[config.mk]
export PLATFORM = sky130hd
export DESIGN_NAME = uart_rx_param_flat
export DESIGN_NICKNAME = d
export VERILOG_FILES = /design/src/rtl/uart_rx_param_if.sv /design/src/rtl/uart_rx_param.sv /design/src/flat_wrapper.sv
export SDC_FILE = /design/constraint.sdc
export NUM_CORES = 1
export LEC_CHECK = 0
export CAP_MARGIN = 20
export CORE_MARGIN = 1.5
export CORE_UTILIZATION = 58
export CTS_CLUSTER_DIAMETER = 40
export DETAILED_ROUTE_END_ITERATION = 7
export PLACE_DENSITY = 0.83
export SYNTH_ARGS = -nofsm -noshare
export SYNTH_HDL_FRONTEND = slang
export SYNTH_SLANG_ARGS = --single-unit
export TNS_END_PERCENT = 10
[constraint.sdc]
create_clock -name ref_clk -period 5 [get_ports ref_clk]
set_input_delay 0.5 -clock ref_clk [delete_from_list [all_inputs] [get_ports ref_clk]]
set_output_delay 0.5 -clock ref_clk [all_outputs]
set_load 0.02 [all_outputs]
[src/rtl/uart_rx_param_if.sv]
// uart_rx_param_if: serial line input and held valid/ack word output of the UART receiver
// samp_clk  oversample tick enable, in  serial line, ack  consumer accepts out
// out  received word, valid  unread word held, parity_err  parity of out wrong,
// frame_err  bad stop bit pulse, overrun  sticky overwrite flag, busy  frame in progress
interface uart_rx_param_if #(parameter int DataBits = 8);
  logic samp_clk, in, ack, valid, parity_err, frame_err, overrun, busy;
  logic [DataBits-1:0] out;
  modport master (output samp_clk, in, ack, input out, valid, parity_err, frame_err, overrun, busy);
  modport slave (input samp_clk, in, ack, output out, valid, parity_err, frame_err, overrun, busy);
endinterface

[src/rtl/uart_rx_param.sv]
// uart_rx_param: oversampling UART receiver with parity, 1/2 stop bits, polarity and held valid/ack output
// ref_clk  system clock, reset  synchronous active-high reset, bus  uart_rx_param_if.slave
// UART_RX_MAJORITY_EN: decide each bit by 2-of-3 majority around the bit centre, one tick later
module uart_rx_param #(
  parameter int Oversample = 3,
  parameter int DataBits = 8,
  parameter int Parity = 0,
  parameter int StopBits = 1,
  parameter logic IdleLevel = 1'b0
) (
  input logic ref_clk,
  input logic reset,
  uart_rx_param_if.slave bus
);
  localparam logic [2:0] IDLE = 3'd0, START = 3'd1, DATA = 3'd2, PARITY = 3'd3, STOP = 3'd4;
  logic [2:0] state;
  logic [Oversample-1:0] phase;
  logic [3:0] cnt;
  logic [DataBits-1:0] sh;
  logic perr, smp, inst, bad, done;
`ifdef UART_RX_MAJORITY_EN
  localparam logic [Oversample-1:0] P0 = Oversample'((1 << (Oversample - 1)) - 2);
  localparam logic [Oversample-1:0] P1 = Oversample'((1 << (Oversample - 1)) - 1);
  localparam logic [Oversample-1:0] PD = Oversample'(1 << (Oversample - 1));
  logic s0, s1;
  always_ff @(posedge ref_clk)
    if (reset) begin
      s0 <= 1'b0;
      s1 <= 1'b0;
    end else if (bus.samp_clk) begin
      if (phase == P0) s0 <= bus.in;
      if (phase == P1) s1 <= bus.in;
    end
  assign smp = (s0 & s1) | (s0 & bus.in) | (s1 & bus.in);
  assign inst = bus.samp_clk && phase == PD;
`else
  localparam logic [Oversample-1:0] P1 = Oversample'((1 << (Oversample - 1)) - 1);
  assign smp = bus.in;
  assign inst = bus.samp_clk && phase == P1;
`endif
  always_comb begin
    bad = smp != IdleLevel;
    done = inst && state == STOP && !bad && cnt == 4'(StopBits - 1);
  end
  assign bus.busy = state != IDLE;
  always_ff @(posedge ref_clk)
    if (reset) begin
      state <= IDLE;
      phase <= '0;
      cnt <= '0;
      sh <= '0;
      perr <= 1'b0;
    end else if (bus.samp_clk) begin
      phase <= state == IDLE ? '0 : phase + 1'b1;
      case (state)
        IDLE: if (bus.in != IdleLevel) state <= START;
        START: if (inst) begin
          state <= smp == IdleLevel ? IDLE : DATA;
          cnt <= '0;
          perr <= 1'b0;
        end
        DATA: if (inst) begin
          sh <= {smp, sh[DataBits-1:1]};
          cnt <= cnt == 4'(DataBits - 1) ? 4'd0 : cnt + 1'b1;
          if (cnt == 4'(DataBits - 1)) state <= Parity != 0 ? PARITY : STOP;
        end
        // odd parity wants data^bit == 1, even wants 0; the extra term flips the sense for odd
        PARITY: if (inst) begin
          perr <= ^sh ^ smp ^ (Parity == 1);
          state <= STOP;
        end
        STOP: if (inst) begin
          cnt <= cnt + 1'b1;
          if (bad || done) state <= IDLE;
        end
        default: state <= IDLE;
      endcase
    end
  always_ff @(posedge ref_clk)
    if (reset) begin
      bus.out <= '0;
      bus.valid <= 1'b0;
      bus.parity_err <= 1'b0;
      bus.frame_err <= 1'b0;
      bus.overrun <= 1'b0;
    end else begin
      bus.frame_err <= inst && state == STOP && bad;
      if (done) bus.out <= sh;
      bus.valid <= done | (bus.valid & ~bus.ack);
      bus.parity_err <= done ? perr : (bus.valid & bus.ack) ? 1'b0 : bus.parity_err;
      bus.overrun <= (done & bus.valid & ~bus.ack) ? 1'b1 : (bus.valid & bus.ack) ? 1'b0 : bus.overrun;
    end
endmodule

[src/flat_wrapper.sv]
// flat-port wrapper written by rule: the top's interface ports become plain ports
module uart_rx_param_flat 
#(
  parameter int Oversample = 3,
  parameter int DataBits = 8,
  parameter int Parity = 0,
  parameter int StopBits = 1,
  parameter logic IdleLevel = 1'b0
)
  (ref_clk, reset, bus_samp_clk, bus_in, bus_ack, bus_out, bus_valid, bus_parity_err, bus_frame_err, bus_overrun, bus_busy);
  uart_rx_param_if #(.DataBits(DataBits)) bus_i ();
  input logic ref_clk;
  input logic reset;
  input wire logic [$bits(bus_i.samp_clk)-1:0] bus_samp_clk;
  input wire logic [$bits(bus_i.in)-1:0] bus_in;
  input wire logic [$bits(bus_i.ack)-1:0] bus_ack;
  output wire logic [$bits(bus_i.out)-1:0] bus_out;
  output wire logic [$bits(bus_i.valid)-1:0] bus_valid;
  output wire logic [$bits(bus_i.parity_err)-1:0] bus_parity_err;
  output wire logic [$bits(bus_i.frame_err)-1:0] bus_frame_err;
  output wire logic [$bits(bus_i.overrun)-1:0] bus_overrun;
  output wire logic [$bits(bus_i.busy)-1:0] bus_busy;
  assign bus_i.samp_clk = bus_samp_clk;
  assign bus_i.in = bus_in;
  assign bus_i.ack = bus_ack;
  assign bus_out = bus_i.out;
  assign bus_valid = bus_i.valid;
  assign bus_parity_err = bus_i.parity_err;
  assign bus_frame_err = bus_i.frame_err;
  assign bus_overrun = bus_i.overrun;
  assign bus_busy = bus_i.busy;
  uart_rx_param #(.Oversample(Oversample), .DataBits(DataBits), .Parity(Parity), .StopBits(StopBits), .IdleLevel(IdleLevel)) u_core (.ref_clk(ref_clk), .reset(reset), .bus(bus_i));
endmodule
==> results.tsv, run 1 <==
stage	metric	value	unit
status	outcome	completed	
clock_network	holdBufCountCts	0	
timing	setup_slack	2510	ps
clock_network	latest_clock_arrival_within_the_worst_skew_pair	330	ps
yosys	synth-seq-cells	31	
route	detailed_route_vias_per_instance	5.47	
setup_path	worstReg2RegStart	u_core.phase[0]$_SDFFE_PP0P_	
clock_network	clk_pin_slew_worst_paths	100	ps
yosys	netlist_top_cells_area	sky130_fd_sc_hd__dfxtp_1, sky130_fd_sc_hd__mux2i_1, sky130_fd_sc_hd__nand2_1, sky130_fd_sc_hd__a21oi_1, sky130_fd_sc_hd__nor2_1	
yosys	mapped_cell_area	1420	um2
yosys	netlist_instances	159	
setup_path	worstPathRequired	5240	ps
die	core_region_area	2250	um2
timing	setup_repair_after_global_routing_missed_its_margin	no	
clock_network	cts.htree.levels	2	
yosys	number_of_unique_standard_cell_types_used_by_synthesis	34	
global_routing	groute.layer.met1.usage	0.262	
global_routing	grt_util_met3	0.0857	
timing	timing.final.crit_period	2490	ps
place	place.port_buffers	17	
yosys	synth.top_cell.area_share	0.436	
setup_path	end_kind	register	
setup_path	r2r-end	u_core.state[1]$_SDFFE_PP0P_	
setup_path	reg2reg_setup_slack	2640	ps
route	detail_route.drc_violations	0	
global_routing	grt_antenna_before_repair	0	
global_routing	number_of_global_route_vias_before_repair	1018	
cells_and_area	area_growth_syn_to_layout	16.3	%
yosys	yosys_warnings	0	
timing	fmax	0.401	GHz
cells_and_area	final_layout_size_suffix_gt1_frac	0.0739	
cells_and_area	finalCoreUtilization	0.735	
route	detailedRoute.firstPassIterationCount	6	
die	dieArea	2760	um2
global_routing	pin_count_of_the_biggest_net_entering_global_routing	30	
power_and_ir_drop	static-leakage-power	0.585	nW
route	antenna_left	0	
yosys	number_of_enable_type_register_cells_in_the_synthesized_netlist	0	
yosys	synth_fp_nets	168	
clock_network	master_cell_of_the_clock_root_buffer	sky130_fd_sc_hd__clkbuf_4	
timing	setup_tns	0	ps
route	drt-total-wl	2720	um
place	dpl_worst_slack	2190	ps
hold_path	holdPathStages	2	
global_routing	grt_most_used_layer	met2	
place	routabilityCongestion	0.859	
setup_path	worst_setup_path_start_kind	input port	
die	initial_utilization	0.632	
power_and_ir_drop	peakVddDrop	267	uV
timing	report.final.hold_viol_count	0	
clock_network	clock_sinks	31	
global_routing	grt.total_usage	0.234	
yosys	synth.largest_area_cell	sky130_fd_sc_hd__dfxtp_1	
yosys	yosysSeqAreaShare	0.436	
timing	final_clock_period_utilization_by_the_worst_path	0.499	
clock_network	cts_made_buffers	5	
clock_network	cts_buffer_depth	2	
power_and_ir_drop	power.total	0.000447	W
die	die_span_x	52.5	um
setup_path	timing.critical_path.fanout_max	11	
die	fp.dieH	52.5	um
global_routing	total_global_routing_overflow	0	
global_routing	grt_first_pass_wirelength	4510	um
hold_path	min_path_type	reg -> reg	
yosys	ys.flop_type	sky130_fd_sc_hd__dfxtp_1	
timing	timing.clock.skew	8.50	ps
timing	maxSlewHeadroom	0.320	
route	detail_route.iter0.violations	17	
clock_network	tritoncts	built	
setup_path	setup.worst_path.class	in -> reg	
timing	slew_viol_final	0	
cells_and_area	nets_final	184	
die	io-pin-count	18	
global_routing	global_routing_usage_on_met2	0.388	
route	avgRoutedWirePerCell	13.3	um
clock_network	post-cts-setup-buffers	0	
route	num_vias	1115	
power_and_ir_drop	power_per_cell_area	270	nW/um2
cells_and_area	antenna_cells_inserted	0	
timing	max_slew.worst_pin.slew	1020	ps
hold_path	hold_startpoint	u_core.bus.out[3]$_SDFFE_PP0P_	
die	placement_rows	17	
hold_path	worst_hold_path.endpoint	u_core.bus.out[3]$_SDFFE_PP0P_	
run	drv_cap	0	
yosys	average_instance_area_after_synthesis	8.96	um2
setup_path	cp.arrival	2730	ps
place	dp_hpwl	1960	um
yosys	postSynth.asyncResetShare	0	
timing	setup_violations	0	
setup_path	worst_r2r_path_depth	7	
clock_network	post_cts_resized	0	
power breakdown:
group / internal (W) / switching (W)
registers: 0.000249 / 0.00000465
logic: 0.0000133 / 0.0000169
clock network: 0.0000826 / 0.0000808
worst max-delay path, stage by stage:
cell and delay (ps):
sky130_fd_sc_hd__clkdlybuf4s50_1 620, sky130_fd_sc_hd__and2_1 230, sky130_fd_sc_hd__and4_1 490, sky130_fd_sc_hd__o2111ai_2 250, sky130_fd_sc_hd__or4_1 510, sky130_fd_sc_hd__a21oi_1 140
cells by family (layout without fill, tap and decap cells):
logic type                 count (synthesis)  in the layout  synth area share
muxes                                     12             12            0.0844
xor gates and xnor gates                  10             10            0.0712
adders and majority gates                  4              4            0.0352
AOI/OAI and AO/OA                         25             25             0.105
buffers and inverters                     13             30            0.0422
and+or+nand+nor                           64             64             0.227
DFF                                       31             31             0.436
cell usage after synthesis, drive strengths merged, types with 3 or more instances:
master  instances
nand3           3
ha              4
o21ai           3
inv             5
a21oi          17
mux2i          12
nand2          23
xnor2           7
nor3            3
buf             4
nor2           18
dfxtp          31
nand2b          4
clkbuf          4
through the flow:
stage | instances | hold WS [ps] | instance area (um2)
2_1_floorplan | 159 | 432 | 1420
3_3_place_gp | 196 | 441 | 1590
3_5_place_dp | 196 | 447 | 1590
4_1_cts | 204 | 460 | 1660
5_1_grt | 204 | 481 | 1660
6_report | 204 | 463 | 1660
how the worst max path moves through the flow:
stage                            start                      endpoint  depth (start not counted)
after floorplan           bus_samp_clk  u_core.state[1]$_SDFFE_PP0P_                          6
after global routing      bus_samp_clk  u_core.state[1]$_SDFFE_PP0P_                          6
after global placement    bus_samp_clk  u_core.state[1]$_SDFFE_PP0P_                          6
final                     bus_samp_clk  u_core.state[1]$_SDFFE_PP0P_                          6
after detailed placement  bus_samp_clk  u_core.state[1]$_SDFFE_PP0P_                          6
after CTS                 bus_samp_clk  u_core.state[1]$_SDFFE_PP0P_                          6
per-layer routing:
layer	vias to the layer above	routed length [um]
met5	-	0
met4	0	55
met3	6	98
met2	21	1340
met1	514	1220
li1	574	-
sequential cells by signal, indices dropped and copies added (netlist names):
name	count
u_core.bus.frame_err	1
u_core.bus.out	8
u_core.bus.overrun	1
u_core.bus.parity_err	1
u_core.bus.valid	1
u_core.cnt	4
u_core.perr	1
u_core.phase	3
u_core.sh	8
u_core.state	3
cell usage in the layout (no fill, tap or decap), drive strengths merged, types with 2 or more instances in the layout:
| master | instances |
|---|---|
| xor2 | 2 |
| nor3 | 3 |
| nand4 | 2 |
| clkdlybuf4s50 | 17 |
| nand3 | 3 |
| xnor2 | 7 |
| inv | 5 |
| a21oi | 17 |
| mux2i | 12 |
| or3 | 2 |
| nor2 | 18 |
| dfxtp | 31 |
| clkbuf | 8 |
| nand2b | 4 |
| nand2 | 23 |
| ha | 4 |
| or4 | 2 |
| o21ai | 3 |
area by class of cell:
type / instances / area, um2
fillers: 186 / 598
repair buffers: 17 / 170
flip-flops and latches: 31 / 621
clock buffers: 8 / 68.8
inverters: 5 / 18.8
well taps: 28 / 35.0
multi-input cells: 115 / 743
Power figures use the tool's default switching activity.
==> run 2, diff against run 1 <==
CORE_UTILIZATION = 53   (was 58)
PLACE_DENSITY = 0.77   (was 0.83)
clock period = 2.6 ns   (was 5 ns; I/O delays follow)
==> run 2 against run 1 <==
Compared with the run above:
- clock skew grew 2.8 ps
- sequential share of layout area is 0.61 points lower
- non-clock buffer count increased by 5
- register-to-register slack worse by 2100 ps
- critical path type is now reg -> reg
- largest power group unchanged
- highest routed layer unchanged
==> results.tsv, run 2 (synthesis results as in run 1) <==
stage	metric	value	unit
status	outcome	completed	
die	fp.dieH	54.8	um
die	io-pin-count	18	
timing	final_clock_period_utilization_by_the_worst_path	0.807	
route	detailedRoute.firstPassIterationCount	4	
clock_network	holdBufCountCts	0	
clock_network	clk_pin_slew_worst_paths	90	ps
route	avgRoutedWirePerCell	12.2	um
global_routing	grt.total_usage	0.204	
cells_and_area	final_common_cell	sky130_fd_sc_hd__dfxtp_1	
clock_network	post_cts_resized	0	
place	dp_hpwl	1950	um
die	core_region_area	2500	um2
setup_path	worst_setup_path_start_kind	register	
setup_path	crit_path_leading_delay_family	simple AND/OR/NAND/NOR gates	
place	dpl_worst_slack	282	ps
place	routabilityCongestion	0.868	
cells_and_area	final_layout_size_suffix_gt1_frac	0.100	
route	antenna_left	0	
place	place.port_buffers	17	
setup_path	slowest_delay	500	ps
timing	setup_slack	501	ps
cells_and_area	fillerInstances	209	
global_routing	number_of_global_route_vias_before_repair	1007	
cells_and_area	top_library_cells_by_usage_in_the_layout_fill_and_taps_aside	sky130_fd_sc_hd__dfxtp_1, sky130_fd_sc_hd__nand2_1, sky130_fd_sc_hd__nor2_1	
power_and_ir_drop	peakVddDrop	428	uV
power_and_ir_drop	static-leakage-power	0.605	nW
timing	fmax	0.476	GHz
timing	slew_viol_final	0	
cells_and_area	antenna_cells_inserted	0	
timing	maxSlewHeadroom	0.630	
cells_and_area	area_growth_syn_to_layout	18.3	%
clock_network	cts_made_buffers	5	
timing	setup_tns	0	ps
run	drv_cap	0	
clock_network	latest_clock_arrival_within_the_worst_skew_pair	330	ps
setup_path	worst_r2r_path_depth	7	
timing	setup_repair_after_global_routing_missed_its_margin	no	
clock_network	tritoncts	built	
setup_path	end_kind	register	
power_and_ir_drop	power_per_cell_area	486	nW/um2
timing	max_slew.worst_pin.slew	553	ps
cells_and_area	reg.largest.list	u_core.bus.out: 8 flops, u_core.sh: 8 flops, u_core.cnt: 4 flops	
cells_and_area	nets_final	189	
die	initial_utilization	0.570	
route	detailed_route_vias_per_instance	5.48	
setup_path	worst_path_max_delay_cell	sky130_fd_sc_hd__or4_1	
global_routing	total_global_routing_overflow	0	
hold_path	min_path_type	reg -> reg	
setup_path	timing.critical_path.cells	ha_1 -> ha_1 -> and2_1 -> and4_1 -> o2111ai_2 -> or4_1 -> a21oi_1	
timing	setup_violations	0	
clock_network	master_cell_of_the_clock_root_buffer	sky130_fd_sc_hd__clkbuf_4	
route	detail_route.drc_violations	0	
global_routing	pin_count_of_the_biggest_net_entering_global_routing	16	
setup_path	worstSetupPathDepth	7	
route	drt-total-wl	2570	um
die	placement_rows	18	
timing	report.final.hold_viol_count	0	
route	detail_route.iter0.violations	14	
timing	timing.final.crit_period	2100	ps
setup_path	cp.arrival	2340	ps
clock_network	clock_sinks	31	
clock_network	cts_buffer_depth	2	
die	dieArea	3010	um2
global_routing	grt_first_pass_wirelength	4130	um
clock_network	post-cts-setup-buffers	0	
timing	timing.clock.skew	11.3	ps
setup_path	setup.worst_path.class	reg -> reg	
clock_network	cts.htree.levels	2	
setup_path	critical_path_buf_inv_count	0	
setup_path	timing.critical_path.fanout_max	5	
global_routing	grt_antenna_before_repair	0	
hold_path	holdPathStages	2	
setup_path	cp_common_cell	sky130_fd_sc_hd__ha_1	
die	die_span_x	54.8	um
route	num_vias	1151	
setup_path	worstPathRequired	2840	ps
## run 2: changes by cell type in the layout (fill, tap and decap cells not counted), sizes merged
cell / change
buf: +5
clkbuf: -2
clkinv: +1
## run 2: worst paths after layout
kind	startpoint	to	slack [ps]
setup / recovery	u_core.phase[0]$_SDFFE_PP0P_	u_core.state[1]$_SDFFE_PP0P_	500
hold / removal	u_core.perr$_SDFFE_PP0P_	u_core.perr$_SDFFE_PP0P_	460
setup reg to reg	u_core.phase[0]$_SDFFE_PP0P_	u_core.state[1]$_SDFFE_PP0P_	500
hold reg to reg	u_core.perr$_SDFFE_PP0P_	u_core.perr$_SDFFE_PP0P_	460
## run 2: metrics by stage
stage / hold slack [ps] / std cells / instance area, um2 / utilization / power [W]
global placement: 442 / 203 / 1630 / 0.651 / 0.000555
detailed placement: 447 / 203 / 1630 / 0.651 / 0.000558
CTS: 458 / 210 / 1680 / 0.674 / 0.000832
global route: 487 / 210 / 1680 / 0.674 / 0.000857
floorplan: 360 / 159 / 1420 / - / 0.000540
finish: 459 / 210 / 1680 / 0.674 / 0.000819
## run 2: layer usage
| layer | wire length, um | vias to the layer above | track usage |
|---|---|---|---|
| met5 | 0 | - | 0 |
| met4 | 59 | 0 | 0.100 |
| met3 | 131 | 4 | 0.0738 |
| met2 | 1320 | 24 | 0.361 |
| met1 | 1070 | 539 | 0.211 |
| li1 | - | 584 | - |
## run 2: report_power, final
| part | total [W] | internal (W) | switching (W) |
|---|---|---|---|
| clock network | 0.000273 | 0.000125 | 0.000148 |
| registers | 0.000487 | 0.000478 | 0.00000893 |
| logic | 0.0000595 | 0.0000275 | 0.0000320 |
## run 2: final cells by class
cell class                 count  area (um2)  share of cell area
clock buffer                   6        51.3              0.0305
inverter                       5        18.8              0.0111
clock inverter                 1        5.00             0.00297
timing repair buffer          22         208               0.123
sequential                    31         621               0.368
tap                           30        37.5              0.0223
multi-input combinational    115         743               0.441
## run 2: tightest hold or removal path, cell delays in order, from the launching register on
cell                      delay (ps)
sky130_fd_sc_hd__dfxtp_1         320
sky130_fd_sc_hd__nand2_1          50
sky130_fd_sc_hd__a21oi_1          50
==> run 3, diff against run 2 <==
clock period = 2.04 ns   (was 2.6 ns; I/O delays follow)
==> run 3 against run 2 <==
Compared with the run above:
- final area up 4.2%
- combinational power up 41%
- power up 48%
- die area unchanged
- worst setup slack worse by 440 ps
- non-clock buffer count up 3
- register-to-register slack worse by 430 ps
- sequential power up 28%
- core utilization up 2.8 points
- critical endpoint is now bus_busy
- largest power group unchanged
==> results.tsv, run 3 (synthesis results as in run 1) <==
stage	metric	value	unit
route	avgRoutedWirePerCell	13.3	um
setup_path	critical_path_buf_inv_count	2	
clock_network	clk_pin_slew_worst_paths	100	ps
global_routing	total_global_routing_overflow	0	
route	detail_route.drc_violations	0	
timing	setup_violations	0	
timing	fmax	0.505	GHz
clock_network	latest_clock_arrival_within_the_worst_skew_pair	330	ps
timing	slew_viol_final	0	
place	dp_hpwl	1920	um
clock_network	post-cts-setup-buffers	0	
timing	timing.clock.skew	11.6	ps
cells_and_area	reg.largest.list	u_core.bus.out: 8 flops, u_core.sh: 8 flops, u_core.cnt: 4 flops	
timing	final_clock_period_utilization_by_the_worst_path	0.970	
clock_network	clock_sinks	31	
route	antenna_left	0	
timing	max_slew.worst_pin.slew	461	ps
power_and_ir_drop	peakVddDrop	596	uV
die	io-pin-count	18	
die	initial_utilization	0.570	
clock_network	holdBufCountCts	0	
cells_and_area	final_instance_count_excl_fillers	214	
cells_and_area	cell_area_after_layout	1750	um2
die	placement_rows	18	
global_routing	grt_antenna_before_repair	0	
power_and_ir_drop	static-leakage-power	0.639	nW
place	place.port_buffers	17	
setup_path	worstPathRequired	1840	ps
cells_and_area	fillerInstances	196	
clock_network	cts_made_buffers	5	
timing	setup_repair_after_global_routing_missed_its_margin	yes	
place	placedInstanceArea	1650	um2
cells_and_area	antenna_cells_inserted	0	
cells_and_area	final_common_cell	sky130_fd_sc_hd__dfxtp_1	
die	dieArea	3010	um2
setup_path	cp.arrival	1780	ps
place	place.detailed.instances	206	
place	dpl_worst_slack	29.6	ps
setup_path	timing.critical_path.fanout_max	11	
global_routing	grt_first_pass_wirelength	4530	um
run	drv_cap	0	
global_routing	pin_count_of_the_biggest_net_entering_global_routing	30	
timing	report.final.hold_viol_count	0	
die	fp.dieH	54.8	um
clock_network	cts.htree.levels	2	
die	die_span_x	54.8	um
route	detail_route.iter0.violations	29	
route	detailed_route_vias_per_instance	5.39	
setup_path	worst_path_max_delay_cell	sky130_fd_sc_hd__dfxtp_1	
setup_path	timing.critical_path.cells	nor3_4 -> inv_1 -> clkdlybuf4s50_1	
clock_network	cts_buffer_depth	2	
power_and_ir_drop	power_per_cell_area	692	nW/um2
global_routing	grt.total_usage	0.220	
cells_and_area	top_library_cells_by_usage_in_the_layout_fill_and_taps_aside	sky130_fd_sc_hd__dfxtp_1, sky130_fd_sc_hd__nand2_1, sky130_fd_sc_hd__nor2_1	
cells_and_area	final_layout_size_suffix_gt1_frac	0.152	
timing	timing.final.crit_period	1980	ps
timing	maxSlewHeadroom	0.692	
timing	setup_slack	61.0	ps
cells_and_area	area_growth_syn_to_layout	23.2	%
setup_path	worst_setup_path_start_kind	register	
place	routabilityCongestion	0.885	
route	drt-total-wl	2850	um
setup_path	end_kind	primary output	
route	detailedRoute.firstPassIterationCount	4	
clock_network	master_cell_of_the_clock_root_buffer	sky130_fd_sc_hd__clkbuf_4	
status	outcome	completed	
setup_path	crit_path_leading_delay_family	buffers and inverters	
setup_path	slowest_delay	620	ps
route	num_vias	1154	
clock_network	tritoncts	built	
setup_path	setup.worst_path.class	reg -> out	
global_routing	number_of_global_route_vias_before_repair	1056	
hold_path	min_path_type	reg -> reg	
cells_and_area	nets_final	192	
die	core_region_area	2500	um2
run 3: changes by cell type in the layout (fill, tap and decap cells not counted), sizes merged:
cell    before  now
bufinv       0    1
buf          5    8
run 3: layout make-up:
| cell class | instances | area (um2) | area share |
|---|---|---|---|
| clock buffers | 6 | 51.3 | 0.0292 |
| clock inverters | 2 | 35.0 | 0.0200 |
| inverters | 5 | 18.8 | 0.0107 |
| multi-input cells | 115 | 757 | 0.432 |
| flip-flops and latches | 31 | 624 | 0.356 |
| well taps | 30 | 37.5 | 0.0214 |
| repair buffers | 25 | 230 | 0.131 |
run 3: final timing paths:
check,from,depth (start not counted),slack (ps),to
max reg2reg,u_core.phase[0]$_SDFFE_PP0P_,7,70,u_core.state[1]$_SDFFE_PP0P_
max,u_core.state[1]$_SDFFE_PP0P_,3,60,bus_busy
min reg2reg,u_core.bus.out[0]$_SDFFE_PP0P_,2,460,u_core.bus.out[0]$_SDFFE_PP0P_
min,u_core.bus.out[0]$_SDFFE_PP0P_,2,460,u_core.bus.out[0]$_SDFFE_PP0P_
run 3: what timing repair did:
action                                  CTS  global route
resized for setup                         1             6
endpoints found under the setup margin    1             4
pin swaps                                 0             1
cloned                                    0             0
run 3: layer usage:
metal	track usage	wire length, um	up-vias
li1	-	-	592
met1	0.257	1260	520
met2	0.361	1390	36
met3	0.0738	147	6
met4	0.100	53	0
met5	0	0	-
run 3: report_power, final:
group	internal, W	leakage [nW]	total [W]	switching (W)
sequential	0.000610	0.251	0.000623	0.0000129
clock	0.000289	0.0482	0.000507	0.000217
combinational	0.0000405	0.339	0.0000837	0.0000433
total	0.000940	0.639	0.00121	0.000273
run 3: worst min-delay path: cells and delay by family, from the launching register on:
kind            cells  cell delay [ps]
flops               1              320
simple gates        1               50
compound gates      1               50
run 3: metrics by stage:
stage | setup TNS (ps) | hold WS [ps] | util | power, W
finish | 0 | 457 | 0.702 | 0.00121
detailed placement | 0 | 446 | 0.660 | 0.000716
global route | -60.3 | 474 | 0.702 | 0.00126
CTS | 0 | 459 | 0.697 | 0.00122
global placement | 0 | 441 | 0.660 | 0.000712
floorplan | 0 | 304 | - | 0.000689
